File: config.mk
export PLATFORM = sky130hd
export DESIGN_NAME = multicycle_controller_flat
export DESIGN_NICKNAME = d
export VERILOG_FILES = /design/src/rtl/multicycle_controller_if.sv /design/src/rtl/multicycle_controller.sv /design/src/flat_wrapper.sv
export SDC_FILE = /design/constraint.sdc
export NUM_CORES = 1
export LEC_CHECK = 0
export BUFFER_PORTS_ARGS = -buffer_cell sky130_fd_sc_hd__buf_4
export CAP_MARGIN = 10
export CORE_MARGIN = 1.5
export CORE_UTILIZATION = 26
export CTS_BUF_LIST = sky130_fd_sc_hd__clkbuf_4
export DETAILED_ROUTE_END_ITERATION = 8
export GPL_ROUTABILITY_DRIVEN = 0
export PLACE_DENSITY = 0.48
export RECOVER_POWER = 25
export SYNTH_ARGS = -nofsm -noshare
export SYNTH_HDL_FRONTEND = slang
export SYNTH_SLANG_ARGS = --single-unit
File: constraint.sdc
create_clock -name clk -period 2.5 [get_ports clk]
set_clock_uncertainty 0.05 [all_clocks]
set_input_delay 0.375 -clock clk [delete_from_list [all_inputs] [get_ports clk]]
set_output_delay 0.375 -clock clk [all_outputs]
set_load 0.05 [all_outputs]
File: src/rtl/multicycle_controller_if.sv
// Control bundle between the multicycle MIPS datapath and its controller.
// Datapath side (master) drives the decode fields, flags and memory ready;
// controller side (slave) drives every datapath control line and the
// retired-instruction count.
//   opcode/funct  IR[31:26] / IR[5:0]
//   zero          ALU zero flag
//   mem_ready     memory finished the current access this cycle
//   iord..illegal_op  datapath controls (see controller header)
//   instr_count   retired-instruction counter, CNT_W bits
interface multicycle_controller_if #(
    parameter int unsigned CNT_W = 32
);
    logic [5:0]       opcode;
    logic [5:0]       funct;
    logic             zero;
    logic             mem_ready;

    logic             iord;
    logic             irwrite;
    logic             memwrite;
    logic             regwrite;
    logic             regdst;
    logic             memtoreg;
    logic             alusrca;
    logic [1:0]       alusrcb;
    logic [1:0]       pcsrc;
    logic             pcen;
    logic [2:0]       alucontrol;
    logic             illegal_op;
    logic [CNT_W-1:0] instr_count;

    modport master (
        output opcode, funct, zero, mem_ready,
        input  iord, irwrite, memwrite, regwrite, regdst, memtoreg,
               alusrca, alusrcb, pcsrc, pcen, alucontrol, illegal_op,
               instr_count
    );

    modport slave (
        input  opcode, funct, zero, mem_ready,
        output iord, irwrite, memwrite, regwrite, regdst, memtoreg,
               alusrca, alusrcb, pcsrc, pcen, alucontrol, illegal_op,
               instr_count
    );
endinterface

File: src/rtl/multicycle_controller.sv
// Moore control FSM for a multicycle MIPS datapath (shared memory, IR, one ALU
// reused for PC+4, branch target and data). Memory wait states come from the
// mem_ready handshake; a counter tallies retired instructions.
// Ports:
//   clk    rising-edge clock
//   Reset  synchronous active-high reset; forces every control output to 0
//   bus    slave side of multicycle_controller_if (decode inputs, controls,
//          instr_count)
// Control outputs are combinational from state, plus mem_ready in FETCH and
// MEMWR and zero in BRANCH; instr_count is registered.
module multicycle_controller #(
    parameter int unsigned CNT_W = 32
) (
    input  logic                   clk,
    input  logic                   Reset,
    multicycle_controller_if.slave bus
);
    localparam int unsigned OP_W  = 6;
    localparam int unsigned ALU_W = 3;

    localparam logic [OP_W-1:0] OP_RTYPE = 6'b000000;
    localparam logic [OP_W-1:0] OP_LW    = 6'b100011;
    localparam logic [OP_W-1:0] OP_SW    = 6'b101011;
    localparam logic [OP_W-1:0] OP_BEQ   = 6'b000100;
    localparam logic [OP_W-1:0] OP_ADDI  = 6'b001000;
    localparam logic [OP_W-1:0] OP_J     = 6'b000010;

    localparam logic [ALU_W-1:0] ALU_ADD = 3'b010;
    localparam logic [ALU_W-1:0] ALU_SUB = 3'b110;
    localparam logic [ALU_W-1:0] ALU_AND = 3'b000;
    localparam logic [ALU_W-1:0] ALU_OR  = 3'b001;
    localparam logic [ALU_W-1:0] ALU_SLT = 3'b111;

    typedef enum logic [3:0] {
        FETCH  = 4'd0,
        DECODE = 4'd1,
        MEMADR = 4'd2,
        MEMRD  = 4'd3,
        MEMWB  = 4'd4,
        MEMWR  = 4'd5,
        EXEC   = 4'd6,
        ALUWB  = 4'd7,
        BRANCH = 4'd8,
        ADDIEX = 4'd9,
        ADDIWB = 4'd10,
        JUMP   = 4'd11
    } state_e;

    state_e           state_q, state_d;
    logic [CNT_W-1:0] count_q, count_d;

    logic             iord_c, irwrite_c, memwrite_c, regwrite_c;
    logic             regdst_c, memtoreg_c, alusrca_c, pcen_c;
    logic [1:0]       alusrcb_c, pcsrc_c;
    logic [ALU_W-1:0] alucontrol_c;
    logic             illegal_op_c;
    logic             retire_c;

    // R-type ALU operation; unknown funct codes fall back to add
    function automatic logic [ALU_W-1:0] funct_alu(input logic [5:0] fn);
        case (fn)
            6'b100000: funct_alu = ALU_ADD;
            6'b100010: funct_alu = ALU_SUB;
            6'b100100: funct_alu = ALU_AND;
            6'b100101: funct_alu = ALU_OR;
            6'b101010: funct_alu = ALU_SLT;
            default:   funct_alu = ALU_ADD;
        endcase
    endfunction

    // State and retired-instruction counter
    always_ff @(posedge clk) begin
        if (Reset) begin
            state_q <= FETCH;
            count_q <= '0;
        end else begin
            state_q <= state_d;
            count_q <= count_d;
        end
    end

    // Next state and control decode
    always_comb begin
        state_d      = state_q;
        iord_c       = 1'b0;
        irwrite_c    = 1'b0;
        memwrite_c   = 1'b0;
        regwrite_c   = 1'b0;
        regdst_c     = 1'b0;
        memtoreg_c   = 1'b0;
        alusrca_c    = 1'b0;
        alusrcb_c    = 2'b00;
        pcsrc_c      = 2'b00;
        pcen_c       = 1'b0;
        alucontrol_c = ALU_AND;
        illegal_op_c = 1'b0;
        retire_c     = 1'b0;

        case (state_q)
            FETCH: begin
                alusrcb_c    = 2'b01;
                alucontrol_c = ALU_ADD;
                // IR load and PC+4 only commit once memory delivers the word
                irwrite_c    = bus.mem_ready;
                pcen_c       = bus.mem_ready;
                if (bus.mem_ready) state_d = DECODE;
            end
            DECODE: begin
                // Speculatively form the branch target into ALUOut
                alusrcb_c    = 2'b11;
                alucontrol_c = ALU_ADD;
                case (bus.opcode)
                    OP_LW, OP_SW: state_d = MEMADR;
                    OP_RTYPE:     state_d = EXEC;
                    OP_BEQ:       state_d = BRANCH;
                    OP_ADDI:      state_d = ADDIEX;
                    OP_J:         state_d = JUMP;
                    default: begin
                        illegal_op_c = 1'b1;
                        state_d      = FETCH;
                    end
                endcase
            end
            MEMADR: begin
                alusrca_c    = 1'b1;
                alusrcb_c    = 2'b10;
                alucontrol_c = ALU_ADD;
                state_d      = (bus.opcode == OP_SW) ? MEMWR : MEMRD;
            end
            MEMRD: begin
                iord_c = 1'b1;
                if (bus.mem_ready) state_d = MEMWB;
            end
            MEMWB: begin
                memtoreg_c = 1'b1;
                regwrite_c = 1'b1;
                retire_c   = 1'b1;
                state_d    = FETCH;
            end
            MEMWR: begin
                iord_c     = 1'b1;
                memwrite_c = 1'b1;
                if (bus.mem_ready) begin
                    retire_c = 1'b1;
                    state_d  = FETCH;
                end
            end
            EXEC: begin
                alusrca_c    = 1'b1;
                alucontrol_c = funct_alu(bus.funct);
                state_d      = ALUWB;
            end
            ALUWB: begin
                regdst_c   = 1'b1;
                regwrite_c = 1'b1;
                retire_c   = 1'b1;
                state_d    = FETCH;
            end
            BRANCH: begin
                alusrca_c    = 1'b1;
                alucontrol_c = ALU_SUB;
                pcsrc_c      = 2'b01;
                pcen_c       = bus.zero;
                retire_c     = 1'b1;
                state_d      = FETCH;
            end
            ADDIEX: begin
                alusrca_c    = 1'b1;
                alusrcb_c    = 2'b10;
                alucontrol_c = ALU_ADD;
                state_d      = ADDIWB;
            end
            ADDIWB: begin
                regwrite_c = 1'b1;
                retire_c   = 1'b1;
                state_d    = FETCH;
            end
            JUMP: begin
                pcsrc_c  = 2'b10;
                pcen_c   = 1'b1;
                retire_c = 1'b1;
                state_d  = FETCH;
            end
            default: state_d = FETCH;
        endcase

        // Reset aborts the instruction in flight: no writes, no PC update
        if (Reset) begin
            iord_c       = 1'b0;
            irwrite_c    = 1'b0;
            memwrite_c   = 1'b0;
            regwrite_c   = 1'b0;
            regdst_c     = 1'b0;
            memtoreg_c   = 1'b0;
            alusrca_c    = 1'b0;
            alusrcb_c    = 2'b00;
            pcsrc_c      = 2'b00;
            pcen_c       = 1'b0;
            alucontrol_c = '0;
            illegal_op_c = 1'b0;
            retire_c     = 1'b0;
        end

        count_d = retire_c ? count_q + CNT_W'(1) : count_q;
    end

    assign bus.iord        = iord_c;
    assign bus.irwrite     = irwrite_c;
    assign bus.memwrite    = memwrite_c;
    assign bus.regwrite    = regwrite_c;
    assign bus.regdst      = regdst_c;
    assign bus.memtoreg    = memtoreg_c;
    assign bus.alusrca     = alusrca_c;
    assign bus.alusrcb     = alusrcb_c;
    assign bus.pcsrc       = pcsrc_c;
    assign bus.pcen        = pcen_c;
    assign bus.alucontrol  = alucontrol_c;
    assign bus.illegal_op  = illegal_op_c;
    assign bus.instr_count = count_q;
endmodule
File: src/flat_wrapper.sv
// flat-port wrapper written by rule: the top's interface ports become plain ports
module multicycle_controller_flat 
#(
    parameter int unsigned CNT_W = 32
)
  (clk, Reset, bus_opcode, bus_funct, bus_zero, bus_mem_ready, bus_iord, bus_irwrite, bus_memwrite, bus_regwrite, bus_regdst, bus_memtoreg, bus_alusrca, bus_alusrcb, bus_pcsrc, bus_pcen, bus_alucontrol, bus_illegal_op, bus_instr_count);
  multicycle_controller_if #(.CNT_W(CNT_W)) bus_i ();
  input  logic clk;
  input  logic Reset;
  input wire logic [$bits(bus_i.opcode)-1:0] bus_opcode;
  input wire logic [$bits(bus_i.funct)-1:0] bus_funct;
  input wire logic [$bits(bus_i.zero)-1:0] bus_zero;
  input wire logic [$bits(bus_i.mem_ready)-1:0] bus_mem_ready;
  output wire logic [$bits(bus_i.iord)-1:0] bus_iord;
  output wire logic [$bits(bus_i.irwrite)-1:0] bus_irwrite;
  output wire logic [$bits(bus_i.memwrite)-1:0] bus_memwrite;
  output wire logic [$bits(bus_i.regwrite)-1:0] bus_regwrite;
  output wire logic [$bits(bus_i.regdst)-1:0] bus_regdst;
  output wire logic [$bits(bus_i.memtoreg)-1:0] bus_memtoreg;
  output wire logic [$bits(bus_i.alusrca)-1:0] bus_alusrca;
  output wire logic [$bits(bus_i.alusrcb)-1:0] bus_alusrcb;
  output wire logic [$bits(bus_i.pcsrc)-1:0] bus_pcsrc;
  output wire logic [$bits(bus_i.pcen)-1:0] bus_pcen;
  output wire logic [$bits(bus_i.alucontrol)-1:0] bus_alucontrol;
  output wire logic [$bits(bus_i.illegal_op)-1:0] bus_illegal_op;
  output wire logic [$bits(bus_i.instr_count)-1:0] bus_instr_count;
  assign bus_i.opcode = bus_opcode;
  assign bus_i.funct = bus_funct;
  assign bus_i.zero = bus_zero;
  assign bus_i.mem_ready = bus_mem_ready;
  assign bus_iord = bus_i.iord;
  assign bus_irwrite = bus_i.irwrite;
  assign bus_memwrite = bus_i.memwrite;
  assign bus_regwrite = bus_i.regwrite;
  assign bus_regdst = bus_i.regdst;
  assign bus_memtoreg = bus_i.memtoreg;
  assign bus_alusrca = bus_i.alusrca;
  assign bus_alusrcb = bus_i.alusrcb;
  assign bus_pcsrc = bus_i.pcsrc;
  assign bus_pcen = bus_i.pcen;
  assign bus_alucontrol = bus_i.alucontrol;
  assign bus_illegal_op = bus_i.illegal_op;
  assign bus_instr_count = bus_i.instr_count;
  multicycle_controller #(.CNT_W(CNT_W)) u_core (.clk(clk), .Reset(Reset), .bus(bus_i));
endmodule
==> results.md <==
- Top_reg_cell synth: sky130_fd_sc_hd__dfxtp_1
- Status: finished, final reports clean
- Post-CTS setup buffer count: 0
- Synth cell types: 49
- Switching Power: 0.288 mW
- Die footprint: 10200 um2
- Routed via count divided by cell count: 5.24
- Relative slew margins: 0.531
- Clock latency reported for the late side of the worst-skew pair: 0.34 ns
- Antenna diode instance count: 0
- Starting Density: 0.269
- Clock Sinks: 36
- Count of routing violations after the opening detailed-route iteration: 105
- Grt ovf: 0
- Power Density: 321 nW/um2
- Clock power frac: 0.298
- Sum of internal, switching and leakage power: 1.01 mW
- Vert. Die Dim: 101 um
- Startpoint of the worst-slack reg-to-reg timing path: u_core.state_q[3]
- Cell depth of the worst min-delay path: 2
- Vias after detailed routing: 2581
- First-pass GRT wire length: 12100 um
- FF-to-FF End: u_core.bus.instr_count[31]
- Type of element launching the critical path: register
- Async set-or-reset flop fraction in the synthesized netlist: 0
- Cell-internal power: 0.720 mW
- Worst hold-check path type: primary input to register
- Final critical delay including setup and external delays: 2.37 ns
- Number of buffers inserted for hold repair after clock tree synthesis: 0
- Post-synthesis to final-layout area growth: 25.7%
- Count of flip-flops with a built-in enable after synthesis: 0
- Clk pin slew, worst setup/hold paths: 0.11 ns
- Number of nets produced by synthesis: 321
- Clock root buffer: sky130_fd_sc_hd__clkbuf_4
- Number of nets with antenna violations after routing: 0
- Fraction of layout instances using a drive strength above 1: 0.255
- Worst setup margin: 0.135 ns
- Gate power share: 0.130
- Worst supply voltage drop on vdd: 0.000117 V
- Post-synthesis area per instance: 8.22 um2
- Slack of the worst reg-to-reg path: 0.13 ns
- DRC errors left: 0
- I/O pin cnt: 64
- Die span in x: 101 um
- Post-Synthesis Cell Area: 2500 um2
- Crit path to: u_core.bus.instr_count[31]
- Mapped Cells: 304
- # nets final: 381
- Post-detailed-route wirelength per cell: 15.2 um
- Initial DRT Pass Iterations: 4
- Final number of max-transition violations: 0
- Period Utilization, post-route: 0.946
- Reported max-cap violation count: 0
- Maximum fanout along the worst path: 13
- Initial antenna violation count: 0
- Endpoints failing hold: 0
- Global routing usage summed across all routing layers: 0.147
- Logic depth of the worst register-to-register path: 4
- Sequential fraction of the synthesis area: 0.289
- Number of global-route vias before repair: 2389
- Post-cts resize count: 0
- H-tree levels: 2
- Number of setup violations in the final report: 0
- Number of register bits inferred by synthesis: 36
- Yosys synthesis warning count: 0
- WP data arrival: 2.55 ns
- Max Root-Sink Buffers: 2
- Leak Pwr: 1.08 nW
- Final WL: 7510 um
- Slew at the pin closest to its max-slew limit: 0.702 ns
- Critical path required time: 2.69 ns
- Core outline area: 9280 um2
- Flop pwr share: 0.573
- Number of port buffers: 63
- RSZ-0062 raised after global routing: false
- Detailed placement HPWL: 5260 um
- Setup crit end kind: register
- Number of fillers in the final layout: 1043
- WS Path Type: register to register
- Post-place setup slack: 0.145 ns
- CTS tree: built
- Maximum number of pins on one net before global-route repair: 33
- Maximum achievable frequency: 423 MHz
- Switching part of the total: 0.286
- Number of cell rows: 35
- Start point of the critical path: u_core.state_q[3]
- Clock buffers created by TritonCTS: 5
[power groups by stage]
stage / sequential (mW) / combinational (mW) / clock, mW
after global placement: 0.590 / 0.131 / 0
after CTS: 0.577 / 0.132 / 0.321
after detailed placement: 0.590 / 0.132 / 0
after floorplan: 0.591 / 0.0784 / 0
final: 0.577 / 0.131 / 0.300
after global routing: 0.578 / 0.142 / 0.336
[worst min-delay path by stage]
stage                                          from                         to
after CTS                             bus_mem_ready          u_core.state_q[2]
final                                 bus_mem_ready          u_core.state_q[2]
after global placement    u_core.bus.instr_count[8]  u_core.bus.instr_count[8]
after detailed placement  u_core.bus.instr_count[8]  u_core.bus.instr_count[8]
after floorplan                       bus_mem_ready          u_core.state_q[2]
after global routing                  bus_mem_ready          u_core.state_q[2]
[Yosys cell counts, types with 2 or more instances]
| cell type | count | area share |
|---|---|---|
| sky130_fd_sc_hd__a21oi_1 | 26 | 0.052 |
| sky130_fd_sc_hd__a2bb2oi_1 | 3 | 0.011 |
| sky130_fd_sc_hd__nor3b_1 | 2 | 0.0060 |
| sky130_fd_sc_hd__buf_2 | 4 | 0.0080 |
| sky130_fd_sc_hd__xor2_1 | 2 | 0.0070 |
| sky130_fd_sc_hd__nor2_1 | 24 | 0.036 |
| sky130_fd_sc_hd__and4_1 | 9 | 0.032 |
| sky130_fd_sc_hd__a2111oi_1 | 2 | 0.0080 |
| sky130_fd_sc_hd__a2111oi_2 | 7 | 0.042 |
| sky130_fd_sc_hd__or3_1 | 3 | 0.0075 |
| sky130_fd_sc_hd__buf_1 | 3 | 0.0045 |
| sky130_fd_sc_hd__a2111o_1 | 9 | 0.041 |
| sky130_fd_sc_hd__nand3_1 | 11 | 0.022 |
| sky130_fd_sc_hd__nand2b_1 | 6 | 0.015 |
| sky130_fd_sc_hd__nor4b_1 | 2 | 0.0070 |
| sky130_fd_sc_hd__nand4_1 | 15 | 0.038 |
| sky130_fd_sc_hd__clkbuf_1 | 15 | 0.023 |
| sky130_fd_sc_hd__and3_1 | 7 | 0.018 |
| sky130_fd_sc_hd__nor2b_1 | 16 | 0.040 |
| sky130_fd_sc_hd__o41ai_1 | 10 | 0.035 |
| sky130_fd_sc_hd__inv_1 | 6 | 0.0090 |
| sky130_fd_sc_hd__nor4_1 | 5 | 0.013 |
| sky130_fd_sc_hd__nand2_1 | 22 | 0.033 |
| sky130_fd_sc_hd__mux2_2 | 13 | 0.059 |
| sky130_fd_sc_hd__nor3_1 | 5 | 0.010 |
| sky130_fd_sc_hd__o21ai_0 | 7 | 0.014 |
| sky130_fd_sc_hd__or4_1 | 6 | 0.018 |
| sky130_fd_sc_hd__o31ai_1 | 6 | 0.018 |
| sky130_fd_sc_hd__dfxtp_1 | 36 | 0.29 |
| sky130_fd_sc_hd__buf_6 | 3 | 0.014 |
[layout by cell type, fill, tap and decap left out, drive strengths merged, types with 2 or more instances in the layout]
cell type / n
and4: 9
nor4b: 2
o21ai: 8
nor2: 24
o31ai: 6
nand2: 22
xor2: 2
clkinv: 2
dfxtp: 36
nor4: 5
a2111o: 9
buf: 59
a2111oi: 10
or3: 3
a2bb2oi: 3
mux2: 14
nor2b: 17
o41ai: 10
nor3b: 2
and3: 7
nor3: 5
a21oi: 26
inv: 6
nand3: 11
nand4: 15
or4: 6
clkbuf: 24
nand2b: 6
[final cells by class]
cell class                 count  area (um2)  area share
timing repair buffer          78         527       0.168
multi-input combinational    237        1660       0.530
clock buffer                   5        37.5      0.0120
clock inverter                 2        7.51     0.00239
sequential                    36         721       0.230
inverter                       6        22.5     0.00718
tap                          129         161      0.0514
[logic make-up (layout without fill, tap and decap cells)]
kind of cell | Yosys count | in the layout | synth area share
and+or+nand+nor | 138 | 138 | 0.312
muxes | 15 | 15 | 0.0671
DFF | 36 | 36 | 0.289
adders and majority gates | 1 | 1 | 0.00501
xor gates and xnor gates | 2 | 2 | 0.00702
buffers and inverters | 31 | 91 | 0.0576
AOI/OAI and AO/OA | 81 | 81 | 0.263
[critical path, cell delays in order (launching register included)]
cell and delay [ns]:
sky130_fd_sc_hd__dfxtp_1 0.39, sky130_fd_sc_hd__nand2b_1 0.21, sky130_fd_sc_hd__or3_1 0.66, sky130_fd_sc_hd__a2111oi_1 0.57, sky130_fd_sc_hd__mux2_2 0.39
[metal layers]
metal / part of all wire / GRT usage / vias to the layer above
li1: - / - / 1298
met2: 0.47 / 0.241 / 40
met5: 0 / 0 / -
met1: 0.49 / 0.204 / 1239
met4: 0.0029 / 0.0256 / 0
met3: 0.032 / 0.0264 / 4
[flip-flops by register name, summed over array words and instances, names as in the netlist]
| name | flops |
|---|---|
| u_core.bus.instr_count | 32 |
| u_core.state_q | 4 |
[through the flow]
step,instance area (um2),hold WS [ns],cells,utilization,TNS (ns)
floorplan,2510,0.434,304,-,-0.219
global placement,3160,0.431,486,0.341,0
detailed placement,3160,0.448,486,0.341,0
CTS,3210,0.248,493,0.346,0
global route,3140,0.283,493,0.338,0
finish,3140,0.268,493,0.338,0
Power figures use the tool's default switching activity.
